**src/rtl/store_write_buffer.sv**
```systemverilog
// Store write buffer: formats sw/sh/sb into word address, lane data and byte enables, queues them and drains over req/ack.
// Entries reach mem_* one cycle after acceptance; st_ready drops when full, with no bypass from a same-cycle ack.
module store_write_buffer #(
   parameter int DEPTH = 2,
   parameter int CNT_W = 2
) (
   input  logic             clk,
   input  logic             reset,
   input  logic             st_valid,
   output logic             st_ready,
   input  logic [31:0]      st_addr,
   input  logic [31:0]      st_data,
   input  logic [1:0]       st_type,
   output logic             st_exc,
   output logic             mem_req,
   output logic [31:0]      mem_addr,
   output logic [31:0]      mem_wdata,
   output logic [3:0]       mem_be,
   input  logic             mem_ack,
   input  logic [31:0]      ld_addr,
   output logic             ld_conflict,
   output logic [CNT_W-1:0] count,
   output logic             empty
);

   localparam int PW = (DEPTH > 1) ? $clog2(DEPTH) : 1;
   localparam logic [CNT_W-1:0] FULL_CNT = CNT_W'(DEPTH);

   typedef struct packed {
      logic [29:0] waddr;
      logic [31:0] data;
      logic [3:0]  be;
   } entry_t;

   entry_t           ent_q [DEPTH];
   logic [DEPTH-1:0] vld_q;
   logic [PW-1:0]    head_q;
   logic [PW-1:0]    tail_q;

   entry_t fmt;
   logic   aligned;
   logic   accept;
   logic   push;
   logic   pop;

   always_comb begin
      fmt       = '0;
      fmt.waddr = st_addr[31:2];
      aligned   = 1'b1;
      case (st_type)
         2'b00: begin
            aligned  = (st_addr[1:0] == 2'b00);
            fmt.be   = 4'b1111;
            fmt.data = st_data;
         end
         2'b01: begin
            aligned = ~st_addr[0];
            if (st_addr[1]) begin
               fmt.be   = 4'b1100;
               fmt.data = {st_data[15:0], 16'h0};
            end else begin
               fmt.be   = 4'b0011;
               fmt.data = {16'h0, st_data[15:0]};
            end
         end
         2'b10: begin
            fmt.be   = 4'b0001 << st_addr[1:0];
            fmt.data = {24'h0, st_data[7:0]} << {st_addr[1:0], 3'b000};
         end
         default: ;
      endcase
   end

   assign st_ready = (count < FULL_CNT);
   assign accept   = st_valid & st_ready;
   assign push     = accept & (st_type != 2'b11) & aligned;
   assign empty    = (count == '0);
   assign mem_req  = ~empty;
   assign pop      = mem_req & mem_ack;

   assign mem_addr  = mem_req ? {ent_q[head_q].waddr, 2'b00} : 32'h0;
   assign mem_wdata = mem_req ? ent_q[head_q].data : 32'h0;
   assign mem_be    = mem_req ? ent_q[head_q].be : 4'h0;

   // An entry being popped this cycle stays valid until the edge, so it still blocks loads.
   always_comb begin
      ld_conflict = 1'b0;
      for (int i = 0; i < DEPTH; i++) begin
         if (vld_q[i] && (ent_q[i].waddr == ld_addr[31:2])) ld_conflict = 1'b1;
      end
   end

   always_ff @(posedge clk or posedge reset) begin
      if (reset) begin
         count  <= '0;
         head_q <= '0;
         tail_q <= '0;
         vld_q  <= '0;
         st_exc <= 1'b0;
         for (int i = 0; i < DEPTH; i++) ent_q[i] <= '0;
      end else begin
         st_exc <= accept & (st_type != 2'b11) & ~aligned;
         if (push) begin
            ent_q[tail_q] <= fmt;
            vld_q[tail_q] <= 1'b1;
            tail_q        <= tail_q + 1'b1;
         end
         if (pop) begin
            vld_q[head_q] <= 1'b0;
            head_q        <= head_q + 1'b1;
         end
         case ({push, pop})
            2'b10:   count <= count + 1'b1;
            2'b01:   count <= count - 1'b1;
            default: ;
         endcase
      end
   end

endmodule

```
**config.mk**
```make
export PLATFORM = sky130hd
export DESIGN_NAME = store_write_buffer
export DESIGN_NICKNAME = d
export VERILOG_FILES = /design/src/rtl/store_write_buffer.sv
export SDC_FILE = /design/constraint.sdc
export NUM_CORES = 1
export LEC_CHECK = 0
export BUFFER_PORTS_ARGS = -buffer_cell sky130_fd_sc_hd__buf_2
export CORE_MARGIN = 2
export CORE_UTILIZATION = 55
export CTS_CLUSTER_SIZE = 40
export DETAILED_ROUTE_END_ITERATION = 8
export GPL_TIMING_DRIVEN = 1
export MAX_ROUTING_LAYER = met4
export PLACE_DENSITY = 0.85
export REMOVE_ABC_BUFFERS = 1
export SYNTH_ARGS = -nofsm -noshare
export SYNTH_HDL_FRONTEND = slang
export SYNTH_SLANG_ARGS = --single-unit
```
**constraint.sdc**
```tcl
create_clock -name clk -period 4.4 [get_ports clk]
set_clock_uncertainty 0.15 [all_clocks]
set_input_delay 0.22 -clock clk [delete_from_list [all_inputs] [get_ports clk]]
set_output_delay 0.22 -clock clk [all_outputs]
set_load 0.03 [all_outputs]
```
==> results.md, run 1 <==
- Row count: 42
- R2R depth: 4
- Vias in the first global route: 6,038
- P_int: 4.26 mW
- Share of layout cells above drive strength 1: 38.6%
- Clock power share: 20.4%
- Slowest Stage Delay on Critical Path: 0.77 ns
- Clock transition at path regs: 0.06 ns
- Clk Tree Root Cell: clkbuf_16
- Global-route wire length before repair: 31,300 µm
- Post-DP HPWL: about 13,000 µm
- Initial antenna violation count: 0
- DRT Wirelength: around 20,000 µm
- Post_cts resized: 0
- Longest Clk Path Bufs: 2
- Gr ovfl total: 0
- Final Slew Violations: 0
- Post-Syn Area per Cell: 11.7 µm²
- Core Box Area: 0.0133 mm²
- Sequential share of the synthesized area: 45.9%
- Num CTS Buffers: 17
- Most common cell after layout, fill and taps aside: buf_2
- H-tree Lvls: 4
- Number of detailed-route iterations in the first pass: 5
- Net Sw Power: 3.07 mW
- Clock Latency Late Sink: 0.41 ns
- Antenna cells: 0
- Yosys reg bits: 139
- Mapped Cells: about 650
- Startpoint Class: register
- Slew HR: 19.6%
- GRT Util Overall: 28.7%
- Hold path cells: 4
- Post-Syn Area: 0.00757 mm²
- WL/cell: a little under 20 µm
- Most frequent cells in the layout: buf_2, dfrtp_1, mux2i_1, mux2_2, nor2_1
- Die width: 121 µm
- I/O pin cnt: 177
- IO Port Bufs: 172
- YS warnings: 0
- Fmax: about 330 MHz
- Logic pwr share: 47.1%
- Reg-to-reg slack, setup: around 1.8 ns
- Hold WC Path Type: in -> reg
- DRC: 0
- Endpoints failing setup: 0
- Endpoint class of the critical path: output port
- Req. time, crit path: 4.03 ns
- Die height: 121 µm
- Synth unique cells: 36
- Setup TNS: 0 ns
- Pin count of the biggest net entering global routing: 103
- Switch share: 41.9%
- Vias after detailed routing: 5,842
- Status: completed
- WP data arrival: 2.63 ns
- Hold Startpoint: st_data[27]
- Critical-path maximum fanout: 52
- Crit-path cells: or2_2 > inv_2 > buf_4 > nor2_1 > buf_2
- FF-to-FF End: ent_q[66]
- Nets@finish: 950
- Pleak: approximately 5.1 nW
- Worst Hold Slack: 0.0370 ns
- GPL Wtd Cong: roughly 0.90
- Worst-margin pin slew: between 1 and 1.5 ns
- Drt initial violations: 558
- Final Util: between 70% and 80%
- Post-CTS Setup Bufs: 0
- CTS tree: built
- Area growth from synthesis to layout: 25.8%
- Final min period: 3.00 ns
- Crit path kind: reg -> out
- Synth top area share: 45.9%
- # Max-Cap Violations: 0
- Hold Path End: ent_q[31]
- Slowest stage cell on the critical path: inv_2
- Final period util: 68.1%
- Clk sinks: between 100 and 150
- Maximum VDD drop: approximately 0.39 mV
- Pwr dens: 769 mW/mm²
- Reg-to-reg critical path startpoint: count[1]
- Area leader, netlist: dfrtp_1
- Vias per cell: 5.64
- Reg power frac: 32.5%
- RSZ-0062 raised after global routing: false
- Top cells by area, synth: dfrtp_1, mux2_2, mux2i_1, mux2_4, xor2_1
- Pwr Total: 7.33 mW
- DRT antenna net count: 0
- Filler cells: 918
- Starting Density: 56.7%
- Final hold violation count: 0
- Full die area: about 0.015 mm²
cell families after synthesis:
group,after synthesis,share of synthesized area [%]
AO/OA/AOI/OAI,43,4.00
XOR/XNOR,65,7.52
adder cells (fa/ha/maj),1,0.165
buffers and inverters,63,4.39
flip-flops,139,45.9
multiplexers,198,30.1
other,1,0.0495
AND/OR/NAND/NOR,136,7.90
flip-flops by register name, indices dropped and copies added (netlist names):
signal  count
ent_q     132
count       2
vld_q       2
head_q      1
st_exc      1
tail_q      1
worst max path at each step:
stage / endpoint / cells after the start / from / slack [ns]
final: mem_addr[26] / 5 / count[0] / 1.40
after detailed placement: ent_q[97] / 6 / st_addr[1] / 1.67
after floorplan: count[0] / 1 / reset / 0.31
after CTS: mem_addr[22] / 5 / count[0] / 1.43
after global routing: mem_addr[15] / 5 / count[0] / 1.29
after global placement: ent_q[81] / 6 / st_addr[1] / 1.72
power by group through the flow:
stage                     Clock (mW)  Combinational (mW)  Sequential (mW)
final                           1.50                3.45             2.38
after global routing            1.58                3.66             2.44
after global placement             0                3.29             2.33
after detailed placement           0                3.36             2.38
after CTS                       1.51                3.42             2.37
after floorplan                    0                2.51             2.32
cells in the mapped netlist (all sizes together):
cell type,count
dfrtp,139
mux2,116
mux2i,82
nor2,71
xor2,60
nand2,34
buf,29
inv,23
o21ai,16
nor4,14
clkbuf,11
a22oi,9
a22o,8
xnor2,5
a21oi,4
nand4,4
nor2b,3
a21o,2
nand2b,2
nor3,2
o21bai,2
and2,1
and3b,1
conb,1
ha,1
nand3,1
nand3b,1
nor3b,1
o22ai,1
o31ai,1
or2,1
stage by stage:
stage          instances  worst slack [ns]  cell area [µm²]
6_report            1035              1.40             9530
5_1_grt             1035              1.29             9530
4_1_cts             1035              1.43             9530
3_5_place_dp         962              1.67             8490
3_3_place_gp         962              1.72             8490
2_1_floorplan        607             0.305             7330
worst max-delay path: cells and delay by family (launching register included):
kind                   cells  cell delay [ns]
buffers and inverters      3             1.34
AND/OR/NAND/NOR            2             0.43
flip-flops                 1             0.42
final cells by class:
cell class	instances	area (µm²)	share of cell area, %
timing repair buffer	221	1330	14.0
clock inverter	8	140	1.47
sequential	139	3480	36.5
tap	176	220	2.31
multi-input combinational	445	3780	39.7
inverter	23	91.3	0.959
clock buffer	23	478	5.02
repair_timing:
| item | in CTS | in global routing |
|---|---|---|
| hold buffers | 42 | 0 |
| setup endpoints to repair | 0 | 0 |
| hold endpoints to repair | 179 | 0 |
routing by layer:
layer  routed length (µm)  part of all wire [%]  vias up  track usage [%]
met5                    0                     0        -                -
met3                 1680                   8.4       50             7.52
met1                 7700                    38     2856             32.8
met2                10100                    51      314             48.8
met4                  546                   2.7        0             10.4
li1                     -                     -     2622                -
(Power assumes the default switching activity.)
==> inputs of run 2 (changes only) <==
==> constraint.sdc (replaced) <==
create_clock -name clk -period 3 [get_ports clk]
set_clock_uncertainty 0.15 [all_clocks]
set_input_delay 0.15 -clock clk [delete_from_list [all_inputs] [get_ports clk]]
set_output_delay 0.15 -clock clk [all_outputs]
set_load 0.03 [all_outputs]
==> run 2 against run 1 <==
Compared with the run above:
- cell count rose by 1.8%
- sequential share of layout area shrank 0.74 points
- core utilization up 1.5 points
- non-clock buffer count is 23 higher
- clock power increased by 33%
- critical path depth shrank 1
- register-to-register slack got worse by 0.99 ns
- wire length down 0.26%
- count of clock-buffer cells in the layout rose by 1
- hold slack got worse by 0.0031 ns
- total power grew 44%
- setup slack got worse by 0.83 ns
==> results.md, run 2 (same netlist as run 1, synthesis figures left out) <==
- Area growth from synthesis to layout: 28.4%
- Vias per cell: 5.63
- Fmax: between 400 and 500 MHz
- Full die area: 0.0147 mm²
- Slowest stage cell on the critical path: dfrtp_4
- H-tree Lvls: 4
- Clock Latency Late Sink: a little over 0.4 ns
- Req. time, crit path: between 2 and 3 ns
- DRT Wirelength: 20,000 µm
- Startpoint Class: register
- Clk sinks: roughly 140
- Critical-path maximum fanout: 30
- Core Box Area: 0.0133 mm²
- DRT antenna net count: 0
- Regs by FF count: ent_q (132), count (2), vld_q (2)
- Post-DP HPWL: 12,100 µm
- Pwr dens: 1080 mW/mm²
- Worst-margin pin slew: around 0.76 ns
- Gr ovfl total: 0
- Post_cts resized: 0
- Max reg flops: 132
- Clock transition at path regs: about 0.05 ns
- DRC: 0
- Final period util: 80.9%
- Final min period: 2.43 ns
- Status: completed
- Final Util: 72.9%
- CTS tree: built
- Fin cells: between 1,000 and 1,500
- GRT Util Overall: 28.2%
- Number of detailed-route iterations in the first pass: 5
- Multi-input gate area: 0.00378 mm²
- Most common cell after layout, fill and taps aside: buf_2
- GPL Wtd Cong: just under 0.9
- I/O pin cnt: 177
- Endpoints failing setup: 0
- # Max-Cap Violations: 0
- Antenna cells: 0
- Num CTS Buffers: 17
- Pre-CTS setup slack: 0.829 ns
- Hold WC Path Type: in -> reg
- IO Port Bufs: 172
- Drt initial violations: 530
- Cell count after placement: 967
- Filler cells: about 860
- Pleak: 5.14 nW
- Share of layout cells above drive strength 1: 37.8%
- Global-route wire length before repair: 30,800 µm
- Most frequent cells in the layout: buf_2, dfrtp_1, mux2i_1, mux2_2, nor2_1
- Crit-path cells: buf_12 > mux2i_1 > nor2_1 > buf_2
- Row count: 42
- Slew HR: 49.4%
- Worst Path Buf+Inv: 2
- Final Slew Violations: 0
- WL/cell: 19.0 µm
- Placed cell areas: 0.00858 mm²
- Final setup margin: 0.572 ns
- Final hold violation count: 0
- WP data arrival: between 2 and 2.5 ns
- Pin count of the biggest net entering global routing: 85
- Slowest Stage Delay on Critical Path: 0.75 ns
- Die height: 121 µm
- RSZ-0062 raised after global routing: false
- Nets@finish: 973
- Vias in the first global route: 6,058
- Starting Density: between 50% and 60%
- FF+latch area: 0.00348 mm²
- Maximum VDD drop: 0.616 mV
- Vias after detailed routing: 5,937
- Post-CTS Setup Bufs: 0
- Crit path kind: reg -> out
- Fin area: 0.00973 mm²
- Top delay family on crit path: flip-flops
- Endpoint class of the critical path: output port
- Clk Tree Root Cell: clkbuf_16
- Die width: around 120 µm
- Longest Clk Path Bufs: 2
- Initial antenna violation count: 0
- Top reg by flops: ent_q
[run 2: worst min-delay path: stages]
cell	delay [ns]
buf_2	0.08
nand2_1	0.05
o21ai_0	0.12
mux2_4	0.16
[run 2: worst paths after layout]
| check | from | cells after the start | slack (ns) | endpoint |
|---|---|---|---|---|
| worst max register to register | count[1] | 4 | 0.82 | ent_q[66] |
| worst min-delay path | st_data[17] | 4 | 0.03 | ent_q[21] |
| worst max-delay path | head_q | 4 | 0.57 | mem_addr[3] |
| min in group asynchronous | reset | 3 | 0.31 | ent_q[40] |
| worst min register to register | ent_q[87] | 1 | 0.35 | ent_q[87] |
| max in group asynchronous | reset | 4 | 1.64 | ent_q[15] |
[run 2: layer usage]
| layer | wire length [µm] | part of all wire, % | vias to the layer above | track usage [%] |
|---|---|---|---|---|
| li1 | - | - | 2654 | - |
| met1 | 7880 | 39 | 2923 | 32.4 |
| met2 | 10000 | 50 | 312 | 47.7 |
| met3 | 1570 | 7.8 | 48 | 7.10 |
| met4 | 559 | 2.8 | 0 | 10.8 |
| met5 | 0 | 0 | - | - |
[run 2: final cells by class]
| cell class | count | area share (%) |
|---|---|---|
| Clock buffer | 24 | 4.95 |
| Clock inverter | 3 | 0.669 |
| Inverter | 23 | 0.939 |
| Multi-Input combinational cell | 445 | 38.9 |
| Sequential cell | 139 | 35.8 |
| Tap cell | 176 | 2.26 |
| Timing Repair Buffer | 244 | 16.5 |
[run 2: where the power goes]
part | internal, mW | switching [mW]
clock network | 1.26 | 0.722
registers | 2.73 | 0.725
logic | 2.13 | 2.98
total | 6.12 | 4.43
[run 2: repair_timing]
item | CTS | global route
hold endpoints to repair | 197 | 0
endpoints found under the setup margin | 0 | 0
hold buffers | 60 | 0
[run 2: per-stage QoR]
step | TNS [ns] | power [mW] | hold slack, ns
6_report | 0 | 10.6 | 0.0340
5_1_grt | 0 | 11.1 | 0.0269
4_1_cts | 0 | 10.5 | 0.00803
3_5_place_dp | 0 | 8.42 | 0.206
3_3_place_gp | 0 | 8.29 | 0.203
2_1_floorplan | -159.47 | 7.07 | 0.0703
==> inputs of run 3 (changes only) <==
--- a/config.mk
+++ b/config.mk
@@ -7,12 +7,12 @@
 export LEC_CHECK = 0
 export BUFFER_PORTS_ARGS = -buffer_cell sky130_fd_sc_hd__buf_2
 export CORE_MARGIN = 2
-export CORE_UTILIZATION = 55
+export CORE_UTILIZATION = 49
 export CTS_CLUSTER_SIZE = 40
 export DETAILED_ROUTE_END_ITERATION = 8
 export GPL_TIMING_DRIVEN = 1
 export MAX_ROUTING_LAYER = met4
-export PLACE_DENSITY = 0.85
+export PLACE_DENSITY = 0.81
 export REMOVE_ABC_BUFFERS = 1
 export SYNTH_ARGS = -nofsm -noshare
 export SYNTH_HDL_FRONTEND = slang
==> constraint.sdc (replaced) <==
create_clock -name clk -period 2.01 [get_ports clk]
set_clock_uncertainty 0.15 [all_clocks]
set_input_delay 0.1005 -clock clk [delete_from_list [all_inputs] [get_ports clk]]
set_output_delay 0.1005 -clock clk [all_outputs]
set_load 0.03 [all_outputs]
==> run 3 against run 2 <==
Compared with the run above:
- the run now ends with setup timing left
- final area up 10%
- sequential share of layout area decreased by 3.3 points
- sequential power grew 47%
- via count up 5.9%
- clock power rose by 54%
- hold slack gained 0.045 ns
- critical path type unchanged
- highest routed layer unchanged
==> results.md, run 3 (same netlist as run 1, synthesis figures left out) <==
- Drt initial violations: 515
- GRT Util Overall: roughly 28%
- Most common cell after layout, fill and taps aside: dfrtp_1
- Filler cells: 980
- RSZ-0062 raised after global routing: true
- Switch share: 42.4%
- R2R depth: 7
- H-tree Lvls: 4
- # Max-Cap Violations: 0
- Crit path kind: reg -> out
- Hold Startpoint: st_valid
- Logic pwr share: between 50% and 60%
- Die width: 128 µm
- IO Port Bufs: between 150 and 200
- I/O pin cnt: between 150 and 200
- DRC: 0
- DRT antenna net count: 0
- Nets@finish: between 1,000 and 1,500
- Reg power frac: 27.6%
- Initial antenna violation count: 0
- Endpoint class of the critical path: output port
- Clock Latency Late Sink: ~0.42 ns
- Longest Clk Path Bufs: 2
- Status: finished with violations
- Pwr Total: around 18 mW
- Pin count of the biggest net entering global routing: 52
- Final hold violation count: 0
- Clk sinks: 139
- Num CTS Buffers: 17
- CP startpoint: ent_q[60]
- WL/cell: ~22 µm
- Most frequent cells in the layout: dfrtp_1, buf_2, mux2i_1, mux2_2, dlygate4sd3_1
- Worst-margin pin slew: 0.652 ns
- Share of layout cells above drive strength 1: 45.0%
- Global-route wire length before repair: 34,000 µm
- Final Util: 70.8%
- Hold WC Path Type: in -> reg
- Vias per cell: 5.69
- Top reg by flops: ent_q
- Pleak: 5.40 nW
- Startpoint Class: register
- Net Sw Power: slightly below 8 mW
- Critical-path maximum fanout: 3
- Post-DP HPWL: 13,100 µm
- Die height: 128 µm
- Fmax: 452 MHz
- Worst Hold Slack: a little under 0.08 ns
- Antenna cells: 0
- Starting Density: 50.0%
- FF+latch area: 0.00348 mm²
- Fin cells: around 1,100
- Cell count after placement: 987
- Regs by FF count: ent_q (132), count (2), vld_q (2)
- Endpoints failing setup: 6
- Maximum VDD drop: 0.945 mV
- Area growth from synthesis to layout: 41.6%
- Multi-input gate area: 0.00402 mm²
- Final min period: roughly 2.2 ns
- Number of detailed-route iterations in the first pass: 4
- Clock power share: 16.6%
- Final period util: 110%
- FF-to-FF End: count[1]
- Reg-to-reg critical path startpoint: count[1]
- Failing checks: setup timing
- Clk Tree Root Cell: clkbuf_16
- CTS tree: built
- P_int: 10.6 mW
- Vias after detailed routing: 6,287
- Vias in the first global route: 6,392
- Clock transition at path regs: roughly 0.06 ns
- Hold Path End: st_exc
- Row count: between 40 and 50
- Reg-to-reg slack, setup: 0.12 ns
- Hold path cells: 4
- Pwr dens: 1720 mW/mm²
- Setup TNS: -0.342 ns
- Gr ovfl total: 0
- GPL Wtd Cong: approximately 0.86
- DRT Wirelength: about 24,000 µm
- Final Slew Violations: 0
- Core Box Area: 0.0151 mm²
- Slew HR: 56.5%
- Final setup margin: -0.201 ns
- WP data arrival: 1.96 ns
- Max reg flops: 132
- Req. time, crit path: 1.76 ns
- Full die area: between 0.015 and 0.02 mm²
run 3: cell types whose count changed in the layout (fill, tap and decap cells not counted), sizes merged:
cell | before | now
buf | 184 | 202
dlygate4sd3 | 60 | 68
clkinvlp | 0 | 6
clkbuf | 24 | 27
clkinv | 1 | 4
run 3: what timing repair did:
item / in CTS / in global routing
buffers inserted: 7 / 6
gates resized for setup: 15 / 181
hold buffers: 68 / 0
endpoints found under the setup margin: 68 / 69
hold endpoints to repair: 267 / 0
gates cloned: 3 / 4
pin swaps: 5 / 20
run 3: routing by layer:
layer / part of all wire [%] / GRT usage [%] / wire length, µm
met5: 0 / - / 0
met4: 4.0 / 10.9 / 971
met3: 7.5 / 6.69 / 1840
met2: 51 / 48.2 / 12400
met1: 37 / 32.3 / 9100
run 3: stage by stage:
stage / instance area, µm² / setup WS [ns]
global placement: 8690 / 0.194
floorplan: 7330 / -1.97
global route: 10700 / -0.243
finish: 10700 / -0.201
detailed placement: 8690 / 0.168
CTS: 10100 / -0.168
run 3: how the worst max path moves through the flow:
stage,endpoint,slack (ns)
3_5_place_dp,ld_conflict,0.17
3_3_place_gp,ld_conflict,0.19
5_1_grt,ld_conflict,-0.24
2_1_floorplan,count[0],-1.97
6_report,ld_conflict,-0.20
4_1_cts,ld_conflict,-0.17
run 3: critical path, cell delays in order (launching register included):
cell     delay, ns
dfrtp_1       0.41
xor2_1        0.19
nor4_1        0.44
nand4_1       0.18
o22ai_2       0.17
buf_6         0.16
run 3: power groups by stage:
stage / Sequential [mW] / Combinational, mW / Clock [mW]
final: 5.08 / 10.3 / 3.06
after global routing: 5.21 / 10.8 / 3.23
after CTS: 5.03 / 8.39 / 3.06
after detailed placement: 5.09 / 7.66 / 0
after global placement: 5.01 / 7.56 / 0
after floorplan: 5.06 / 5.44 / 0
run 3: cell type report:
type                            instances  share of cell area, %
Sequential cell                       139                   32.5
Clock buffer                           19                   4.13
Timing Repair Buffer                  278                   21.7
Multi-Input combinational cell        445                   37.4
Clock inverter                         12                   1.17
Inverter                               23                  0.922
Tap cell                              188                   2.19
